File: src/rtl/fp_accum_seq_if.sv
// Bundle of the three handshakes around the accumulation sequencer:
// the incoming operand stream, the start/done adder port and the
// frame-result stream. The sequencer uses the slave view; the
// surrounding environment (stream source, adder, result sink) uses master.
interface fp_accum_seq_if #(
    parameter int CNT_W = 16
);
    // Operand stream
    logic             in_valid;
    logic             in_ready;
    logic [31:0]      in_data;
    logic             in_last;
    // Multi-cycle adder port
    logic             add_start;
    logic [31:0]      add_a;
    logic [31:0]      add_b;
    logic [31:0]      add_sum;
    logic             add_done;
    // Frame result stream
    logic             out_valid;
    logic             out_ready;
    logic [31:0]      out_sum;
    logic [CNT_W-1:0] out_count;
    // Status
    logic             err_timeout;

    modport slave (
        input  in_valid, in_data, in_last,
        output in_ready,
        output add_start, add_a, add_b,
        input  add_sum, add_done,
        output out_valid, out_sum, out_count,
        input  out_ready,
        output err_timeout
    );

    modport master (
        output in_valid, in_data, in_last,
        input  in_ready,
        input  add_start, add_a, add_b,
        output add_sum, add_done,
        input  out_valid, out_sum, out_count,
        output out_ready,
        input  err_timeout
    );
endinterface

File: src/rtl/fp_accum_seq.sv
// Upstream sequencer for a multi-cycle single-precision adder.
// Words arriving on the operand stream are buffered in a small FIFO and
// folded into an accumulator one add at a time (acc = acc + x). A word
// flagged in_last closes the frame: the final sum and element count are
// offered on the result stream, and the accumulator is cleared once the
// result is taken. No arithmetic happens here; special values pass
// straight through to the adder.
module fp_accum_seq #(
    parameter int DEPTH   = 4,
    parameter int CNT_W   = 16,
    parameter int TIMEOUT = 64
) (
    input  logic            clk,
    input  logic            reset,
    fp_accum_seq_if.slave   bus
);

    localparam int AW = $clog2(DEPTH);
    localparam int PW = AW + 1;
    localparam int TW = (TIMEOUT > 1) ? $clog2(TIMEOUT) : 1;
    localparam logic [TW-1:0] WAIT_LAST = TW'(TIMEOUT - 1);

    typedef enum logic [2:0] {
        S_IDLE    = 3'd0,
        S_LOAD    = 3'd1,
        S_ISSUE   = 3'd2,
        S_RELEASE = 3'd3,
        S_EMIT    = 3'd4
    } state_t;

    // Element counter increment that sticks at all-ones instead of wrapping.
    function automatic logic [CNT_W-1:0] sat_inc(input logic [CNT_W-1:0] v);
        logic [CNT_W-1:0] r;
        if (&v) begin
            r = v;
        end else begin
            r = v + CNT_W'(1);
        end
        return r;
    endfunction

    // FIFO storage and pointers (extra MSB distinguishes full from empty)
    logic [32:0]      mem_r [DEPTH];
    logic [PW-1:0]    wr_ptr_r;
    logic [PW-1:0]    rd_ptr_r;
    logic             full_s;
    logic             empty_s;
    logic             push_s;
    logic             pop_s;
    logic [32:0]      head_s;

    // Sequencer state and registered outputs
    state_t           state_r;
    logic [31:0]      acc_r;
    logic [CNT_W-1:0] cnt_r;
    logic             last_q_r;
    logic [TW-1:0]    wait_r;
    logic             add_start_r;
    logic [31:0]      add_a_r;
    logic [31:0]      add_b_r;
    logic             out_valid_r;
    logic [31:0]      out_sum_r;
    logic [CNT_W-1:0] out_count_r;
    logic             err_r;
    logic             rdy_en_r;

    assign full_s  = (wr_ptr_r[AW] != rd_ptr_r[AW]) &&
                     (wr_ptr_r[AW-1:0] == rd_ptr_r[AW-1:0]);
    assign empty_s = (wr_ptr_r == rd_ptr_r);

    // in_ready depends only on registered state, so a full FIFO never
    // accepts a word even if the sequencer pops in the same cycle.
    assign push_s  = bus.in_valid && rdy_en_r && !full_s;
    // The only consumer is LOAD, which is entered only with data present.
    assign pop_s   = (state_r == S_LOAD);
    assign head_s  = mem_r[rd_ptr_r[AW-1:0]];

    assign bus.in_ready    = rdy_en_r && !full_s;
    assign bus.add_start   = add_start_r;
    assign bus.add_a       = add_a_r;
    assign bus.add_b       = add_b_r;
    assign bus.out_valid   = out_valid_r;
    assign bus.out_sum     = out_sum_r;
    assign bus.out_count   = out_count_r;
    assign bus.err_timeout = err_r;

    // Hold in_ready low while in reset, open the input one cycle after release.
    always_ff @(posedge clk or negedge reset) begin
        if (!reset) begin
            rdy_en_r <= 1'b0;
        end else begin
            rdy_en_r <= 1'b1;
        end
    end

    // FIFO write/read pointer update and entry storage ({last, data}).
    always_ff @(posedge clk or negedge reset) begin
        if (!reset) begin
            wr_ptr_r <= '0;
            rd_ptr_r <= '0;
            for (int i = 0; i < DEPTH; i++) begin
                mem_r[i] <= 33'h0_0000_0000;
            end
        end else begin
            if (push_s) begin
                mem_r[wr_ptr_r[AW-1:0]] <= {bus.in_last, bus.in_data};
                wr_ptr_r                <= wr_ptr_r + PW'(1);
            end
            if (pop_s) begin
                rd_ptr_r <= rd_ptr_r + PW'(1);
            end
        end
    end

    // Sequencer FSM: load operand, run one add, wait for done to clear,
    // then either fetch the next word or present the frame result.
    always_ff @(posedge clk or negedge reset) begin
        if (!reset) begin
            state_r     <= S_IDLE;
            acc_r       <= 32'h0000_0000;
            cnt_r       <= '0;
            last_q_r    <= 1'b0;
            wait_r      <= '0;
            add_start_r <= 1'b0;
            add_a_r     <= 32'h0000_0000;
            add_b_r     <= 32'h0000_0000;
            out_valid_r <= 1'b0;
            out_sum_r   <= 32'h0000_0000;
            out_count_r <= '0;
            err_r       <= 1'b0;
        end else begin
            case (state_r)
                S_IDLE: begin
                    if (!empty_s) begin
                        state_r <= S_LOAD;
                    end
                end

                S_LOAD: begin
                    // Operands are captured here only, so they stay stable
                    // for the whole time start is high.
                    add_a_r     <= acc_r;
                    add_b_r     <= head_s[31:0];
                    last_q_r    <= head_s[32];
                    wait_r      <= '0;
                    add_start_r <= 1'b1;
                    state_r     <= S_ISSUE;
                end

                S_ISSUE: begin
                    if (bus.add_done) begin
                        acc_r       <= bus.add_sum;
                        cnt_r       <= sat_inc(cnt_r);
                        add_start_r <= 1'b0;
                        state_r     <= S_RELEASE;
                    end else if (wait_r == WAIT_LAST) begin
                        // Give up on this word; the accumulator keeps its value.
                        err_r       <= 1'b1;
                        add_start_r <= 1'b0;
                        state_r     <= S_RELEASE;
                    end else begin
                        wait_r <= wait_r + TW'(1);
                    end
                end

                S_RELEASE: begin
                    // The adder keeps done high a cycle after start falls;
                    // leaving earlier would let a stale done finish the next add.
                    if (!bus.add_done) begin
                        if (last_q_r) begin
                            out_valid_r <= 1'b1;
                            out_sum_r   <= acc_r;
                            out_count_r <= cnt_r;
                            state_r     <= S_EMIT;
                        end else begin
                            state_r <= S_IDLE;
                        end
                    end
                end

                S_EMIT: begin
                    if (bus.out_ready) begin
                        out_valid_r <= 1'b0;
                        acc_r       <= 32'h0000_0000;
                        cnt_r       <= '0;
                        state_r     <= S_IDLE;
                    end
                end

                default: begin
                    state_r     <= S_IDLE;
                    add_start_r <= 1'b0;
                    out_valid_r <= 1'b0;
                end
            endcase
        end
    end

endmodule

File: src/flat_wrapper.sv
// flat-port wrapper written by rule: the top's interface ports become plain ports
module fp_accum_seq_flat 
#(
    parameter int DEPTH   = 4,
    parameter int CNT_W   = 16,
    parameter int TIMEOUT = 64
)
  (clk, reset, bus_in_valid, bus_in_data, bus_in_last, bus_in_ready, bus_add_start, bus_add_a, bus_add_b, bus_add_sum, bus_add_done, bus_out_valid, bus_out_sum, bus_out_count, bus_out_ready, bus_err_timeout);
  fp_accum_seq_if #(.CNT_W(CNT_W)) bus_i ();
  input  logic clk;
  input  logic reset;
  input wire logic [$bits(bus_i.in_valid)-1:0] bus_in_valid;
  input wire logic [$bits(bus_i.in_data)-1:0] bus_in_data;
  input wire logic [$bits(bus_i.in_last)-1:0] bus_in_last;
  output wire logic [$bits(bus_i.in_ready)-1:0] bus_in_ready;
  output wire logic [$bits(bus_i.add_start)-1:0] bus_add_start;
  output wire logic [$bits(bus_i.add_a)-1:0] bus_add_a;
  output wire logic [$bits(bus_i.add_b)-1:0] bus_add_b;
  input wire logic [$bits(bus_i.add_sum)-1:0] bus_add_sum;
  input wire logic [$bits(bus_i.add_done)-1:0] bus_add_done;
  output wire logic [$bits(bus_i.out_valid)-1:0] bus_out_valid;
  output wire logic [$bits(bus_i.out_sum)-1:0] bus_out_sum;
  output wire logic [$bits(bus_i.out_count)-1:0] bus_out_count;
  input wire logic [$bits(bus_i.out_ready)-1:0] bus_out_ready;
  output wire logic [$bits(bus_i.err_timeout)-1:0] bus_err_timeout;
  assign bus_i.in_valid = bus_in_valid;
  assign bus_i.in_data = bus_in_data;
  assign bus_i.in_last = bus_in_last;
  assign bus_in_ready = bus_i.in_ready;
  assign bus_add_start = bus_i.add_start;
  assign bus_add_a = bus_i.add_a;
  assign bus_add_b = bus_i.add_b;
  assign bus_i.add_sum = bus_add_sum;
  assign bus_i.add_done = bus_add_done;
  assign bus_out_valid = bus_i.out_valid;
  assign bus_out_sum = bus_i.out_sum;
  assign bus_out_count = bus_i.out_count;
  assign bus_i.out_ready = bus_out_ready;
  assign bus_err_timeout = bus_i.err_timeout;
  fp_accum_seq #(.DEPTH(DEPTH), .CNT_W(CNT_W), .TIMEOUT(TIMEOUT)) u_core (.clk(clk), .reset(reset), .bus(bus_i));
endmodule
File: config.mk
export PLATFORM = sky130hd
export DESIGN_NAME = fp_accum_seq_flat
export DESIGN_NICKNAME = d
export VERILOG_FILES = /design/src/rtl/fp_accum_seq_if.sv /design/src/rtl/fp_accum_seq.sv /design/src/flat_wrapper.sv
export SDC_FILE = /design/constraint.sdc
export NUM_CORES = 1
export LEC_CHECK = 0
export BUFFER_PORTS_ARGS = -buffer_cell sky130_fd_sc_hd__buf_2
export CORE_ASPECT_RATIO = 1.4
export CORE_UTILIZATION = 30
export CTS_BUF_LIST = sky130_fd_sc_hd__clkbuf_8 sky130_fd_sc_hd__clkbuf_16
export CTS_CLUSTER_DIAMETER = 100
export CTS_CLUSTER_SIZE = 8
export DETAILED_ROUTE_END_ITERATION = 8
export HOLD_SLACK_MARGIN = 0.15
export PLACE_DENSITY = 0.47
export SLEW_MARGIN = 0
export SYNTH_ARGS = -nofsm -noshare
export SYNTH_HDL_FRONTEND = slang
export SYNTH_SLANG_ARGS = --single-unit
File: constraint.sdc
create_clock -name clk -period 2.5 [get_ports clk]
set_clock_uncertainty 0.05 [all_clocks]
set_input_delay 0.5 -clock clk [delete_from_list [all_inputs] [get_ports clk]]
set_output_delay 0.5 -clock clk [all_outputs]
set_load 0.05 [all_outputs]
== Word level (Yosys, flattened, before mapping) ==
Cells that the tools add are included.

* Add/subtract/negate cells: 4
* $lt $le $gt $ge: 3
* Equality and inequality tests: 17
* Multiplexer cells: 30
* Bitwise operators: 5
* Reduce and logical (&&, ||, !) cells: 20

{| class="wikitable"
|+ Operator list
! cell !! number
|-
| 132-bit bitwise mux || 1
|-
| 33-bit 2-to-1 mux || 3
|-
| 33-bit binary-select mux with 2-bit select || 1
|-
| 33-bit demux with 2-bit select || 1
|-
| 32-bit 2-to-1 mux || 2
|-
| 32-bit case mux with 2 select lines || 1
|-
| 16-bit 2-to-1 mux || 3
|-
| 16-bit case mux with 2 select lines || 1
|-
| 3-bit 2-to-1 mux || 6
|-
| 16-bit by 1-bit adder with 16-bit output (second input constant) || 1
|-
| 16-bit AND reduction || 1
|-
| 3-bit case mux with 5 select lines || 1
|-
| 2-bit != test (second input constant) || 7
|-
| 6-bit 2-to-1 mux || 2
|-
| 6-bit case mux with 2 select lines || 1
|-
| 3-bit AND reduction || 4
|-
| 4-bit AND reduction || 3
|-
| 3-bit by 1-bit adder with 3-bit output (second input constant) || 2
|-
| 6-bit by 1-bit adder with 6-bit output (second input constant) || 1
|-
| 3-bit by 2-bit equality test with 1-bit output (second input constant) || 2
|-
| 6-bit equality test (second input constant) || 1
|-
| 3-bit >= comparator (second input constant) || 2
|-
| 2-bit inverter with 3-bit output || 2
|-
| 1-bit case mux with 3 select lines || 2
|-
| 16 further kinds || 28
|}

* Register bits after elaboration: 312
* Input port bits: 70
* Output and inout port bits: 116
* Logic and storage cells: 98

== Longest topological paths before layout ==
* Depth after elaboration: 6
* Gate-level depth with buffers: 7
* Depth with buffers taken out: 5

== Least setup slack after synthesis ==
No wires, ideal clock.

* Kind: register to output
* From: register u_core.rd_ptr_r[1]
* To: output port bus_in_ready
* Data arrival time: 1617 ps
* Required time: 1950 ps
* Setup slack: 333 ps
* Stages on the path, launching flop included: 4
* Path buffers: 1
* Cell sequence: dfrtp_1 -> buf_2 -> xnor2_1 -> a31oi_1

* Word-level cells in the longest chain between the ends: 4

{| class="wikitable"
|+ Ends and longest elaborated chain
! element !! RTL line !! source
|-
| from (decl) || fp_accum_seq.sv:45 || <nowiki>logic [PW-1:0] rd_ptr_r;</nowiki>
|-
| from (signal assigned) || fp_accum_seq.sv:110 || <nowiki>rd_ptr_r <= rd_ptr_r + PW'(1);</nowiki>
|-
| 2-bit equality test || fp_accum_seq.sv:68 || <nowiki>(wr_ptr_r[AW-1:0] == rd_ptr_r[AW-1:0]);</nowiki>
|-
| 1-bit logical AND || fp_accum_seq.sv:67 || <nowiki>assign full_s = (wr_ptr_r[AW] != rd_ptr_r[AW]) &&</nowiki>
|-
| 1-bit zero test || fp_accum_seq.sv:78 || <nowiki>assign bus.in_ready = rdy_en_r && !full_s;</nowiki>
|-
| 1-bit logical AND || fp_accum_seq.sv:78 ||
|-
| to (decl) || flat_wrapper.sv:15 || <nowiki>output wire logic [$bits(bus_i.in_ready)-1:0] bus_in_ready;</nowiki>
|}

No other way between the ends.

== Final worst setup path ==
* From: register u_core.wr_ptr_r[1]
* To: output port bus_in_ready

* Word-level cells in the longest chain between the ends: 4

{| class="wikitable"
|+ Ends and longest elaborated chain
! element !! RTL line !! source
|-
| from (decl) || fp_accum_seq.sv:44 || <nowiki>logic [PW-1:0] wr_ptr_r;</nowiki>
|-
| from (signal assigned) || fp_accum_seq.sv:107 || <nowiki>wr_ptr_r <= wr_ptr_r + PW'(1);</nowiki>
|-
| 2-bit equality test || fp_accum_seq.sv:68 ||
|-
| 1-bit logical AND || fp_accum_seq.sv:67 ||
|-
| 1-bit zero test || fp_accum_seq.sv:78 ||
|-
| 1-bit logical AND || fp_accum_seq.sv:78 ||
|}

No other way between the ends.

==> impl_metrics.env <==
export IMPL_yosys_warnings=0
export IMPL_cts_tree="yes"
export IMPL_dr_pass1_iters=4
export IMPL_period_share_pct=92.93
export IMPL_cts_root_buf="clkbuf_16"
export IMPL_p_total_mw=22.74
export IMPL_hpwl_um=20020
export IMPL_portBuffers=185
export IMPL_layout_common_cells="dfrtp_1 (310), nand2_1 (282), buf_2 (184), mux2_2 (180), nand3_1 (46)"
export IMPL_nets=1350
export IMPL_ys_async_sr_fraction_pct=100.0
export IMPL_syn_nets=1119
export IMPL_r2r_cells=5
export IMPL_cts_buffer_depth=3
export IMPL_crit_type="reg -> out"
export IMPL_cpPeakStageDelay_ns=0.42
export IMPL_ios=186
export IMPL_critPathBufInv=1
export IMPL_ys_seq_area_share_pct=59.57
export IMPL_reg2reg_slack_ns=0.43
export IMPL_place_gp_congestion=0.7570
export IMPL_grt_pass1_wl_um=52400
export IMPL_cp_required_ns=1.95
export IMPL_antenna_found_initial=2
export IMPL_grt_overflow=0
export IMPL_viasPerCell=4.772
export IMPL_area_growth_pct=24.55
export IMPL_worst_path_max_delay_cell="dfrtp_1"
export IMPL_p_leak_nw=7.896
export IMPL_setup_tns_final_ns=0
export IMPL_wire_per_inst_um=17.70
export IMPL_status="finished clean"
export IMPL_tightest_slew_ns=0.7732
export IMPL_arrival_ns=1.77
export IMPL_finalHoldWorstSlack_ns=0.1964
export IMPL_drv_cap=0
export IMPL_synth_seq_cells=312
export IMPL_post_cts_buffers=0
export IMPL_grt_max_degree=67
export IMPL_clkSlewWorstSetupHoldPaths_ns=0.05
export IMPL_hold_path_cell_count=2
export IMPL_hold_path_class="in -> reg"
export IMPL_r2r_start="u_core.wr_ptr_r[1]$_DFFE_PN0P_"
export IMPL_peakVddDrop_mv=0.6020
export IMPL_drt_wl_total_um=32340
export IMPL_start_util_pct=30.39
export IMPL_drt_initial_drc_count=429
export IMPL_core_area_um2=43130
export IMPL_cts_hold_buf=34
export IMPL_drc=0
export IMPL_worstSetupEndpoint="bus_in_ready"
export IMPL_cts_buffers=44
export IMPL_hold_viol=0
export IMPL_r2r_end="u_core.mem_r[128]$_DFFE_PN0P_"
export IMPL_die_h_um=249.3
export IMPL_setup_viol=0
export IMPL_netlist_area_um2=13110
export IMPL_finalCriticalPeriod_ns=2.323
export IMPL_path_delay_family="flip-flops"
export IMPL_startpoint="u_core.wr_ptr_r[1]$_DFFE_PN0P_"
export IMPL_grt_usage_pct=15.05
export IMPL_powerDensity_nw_per_um2=1393
export IMPL_critical_path_peak_fanout=4
export IMPL_grt_pass1_vias=9375
export IMPL_synth_cell_type_count=50
export IMPL_path_depth=3
export IMPL_syn_area_per_cell_um2=12.58
export IMPL_die_area_um2=44540
export IMPL_critical_path_cell_chain="xnor2_1 -> a31oi_1 -> buf_2"
export IMPL_postRouteAntennaNets=0
export IMPL_slew_viol_final=0
export IMPL_synth_flop_cell="dfrtp_1"
export IMPL_layout_drive_gt1_share_pct=38.35
export IMPL_synth_edf_count=0
export IMPL_rows=90
export IMPL_slew_headroom_pct=48.45
export IMPL_antenna_cells=0
export IMPL_cts_sinks=312
export IMPL_worst_setup_path_end_kind="output port"
export IMPL_clkLatencyLatePin_ns=0.54
export IMPL_syn_inst=1042
export IMPL_rsz0062_at_grt="no"
export IMPL_vias=8719
export IMPL_htree_levels=2
export IMPL_postCtsResizedCells=0
export IMPL_start_kind="flop"
export IMPL_final_common_cell="dfrtp_1"
export IMPL_max_freq_mhz=430.4
export IMPL_dieWidth_um=178.7
## per-layer routing
| layer | up-vias | global-route usage, % | share of wire (%) | wire, um |
|---|---|---|---|---|
| met5 | - | 0 | 0.071 | 23 |
| met4 | 4 | 5.206 | 2.1 | 686 |
| met3 | 53 | 2.717 | 4.3 | 1396 |
| met2 | 180 | 25.83 | 51 | 16360 |
| met1 | 4429 | 18.77 | 43 | 13860 |
| li1 | 4053 | - | - | - |
## flip-flops by register name, indices dropped and copies added, names as in the netlist, 6 cells and up
name,cells
u_core.acc_r,32
u_core.bus.add_a,32
u_core.bus.add_b,32
u_core.bus.out_count,16
u_core.bus.out_sum,32
u_core.cnt_r,16
u_core.mem_r,132
u_core.wait_r,6
## cells in the mapped netlist (5+ instances only)
cell	number	area share, %
mux4_2	33	5.7
dfrtp_1	312	60
xnor2_1	6	0.40
and4_1	5	0.33
buf_1	8	0.23
buf_4	10	0.57
clkbuf_1	24	0.69
ha_1	7	0.67
nor2_1	9	0.26
nand3_1	46	1.8
mux2i_1	7	0.53
buf_2	16	0.61
a31oi_1	15	0.72
o21ai_0	13	0.50
mux2_2	180	15
nand2_1	282	8.1
inv_1	9	0.26
## cells by family (layout without fill, tap and decap cells)
kind of cell	after synthesis	count (layout)	share of synthesized area (%)
xor gates and xnor gates	7	7	0.4678
DFF	312	312	59.57
adders and majority gates	7	7	0.6682
muxes	220	220	21.67
buffers and inverters	70	303	2.616
AOI/OAI and AO/OA	56	56	3.189
other	1	1	0.02861
and+or+nand+nor	369	369	11.79
## worst min-delay path by stage
stage,from,end,slack [ns]
finish,bus_in_data[17],u_core.mem_r[17]$_DFFE_PN0P_,0.20
CTS,bus_in_data[27],u_core.mem_r[27]$_DFFE_PN0P_,0.16
detailed placement,reset,u_core.mem_r[69]$_DFFE_PN0P_,0.40
global placement,reset,u_core.mem_r[39]$_DFFE_PN0P_,0.40
floorplan,reset,u_core.acc_r[0]$_DFFE_PN0P_,0.15
global route,bus_in_data[4],u_core.mem_r[4]$_DFFE_PN0P_,0.18
## through the flow
stage                     setup slack [ns]  utilization (%)  area (um2)  std cells
after floorplan                     0.3331                -       13110       1042
after global placement              0.4442            34.40       14840       1745
after detailed placement            0.4108            34.40       14840       1745
after CTS                          0.07414            37.85       16320       1827
after global routing               0.05058            37.85       16320       1827
final                               0.1766            37.85       16320       1827
## report_power, final
part,switching [mW],internal (mW),leakage [nW]
registers,1.27,7.31,3.89
logic,5.52,3.45,3.43
clock network,2.06,3.14,0.569
## cell type report
class	instances	area, um2
fill	4228	26800
sequential	312	7810
multi-input combinational	660	4989
timing repair buffer	246	1654
clock buffer	45	1126
tap	552	690.7
inverter	9	33.78
clock inverter	3	21.27
Power figures use the tool's default switching activity.
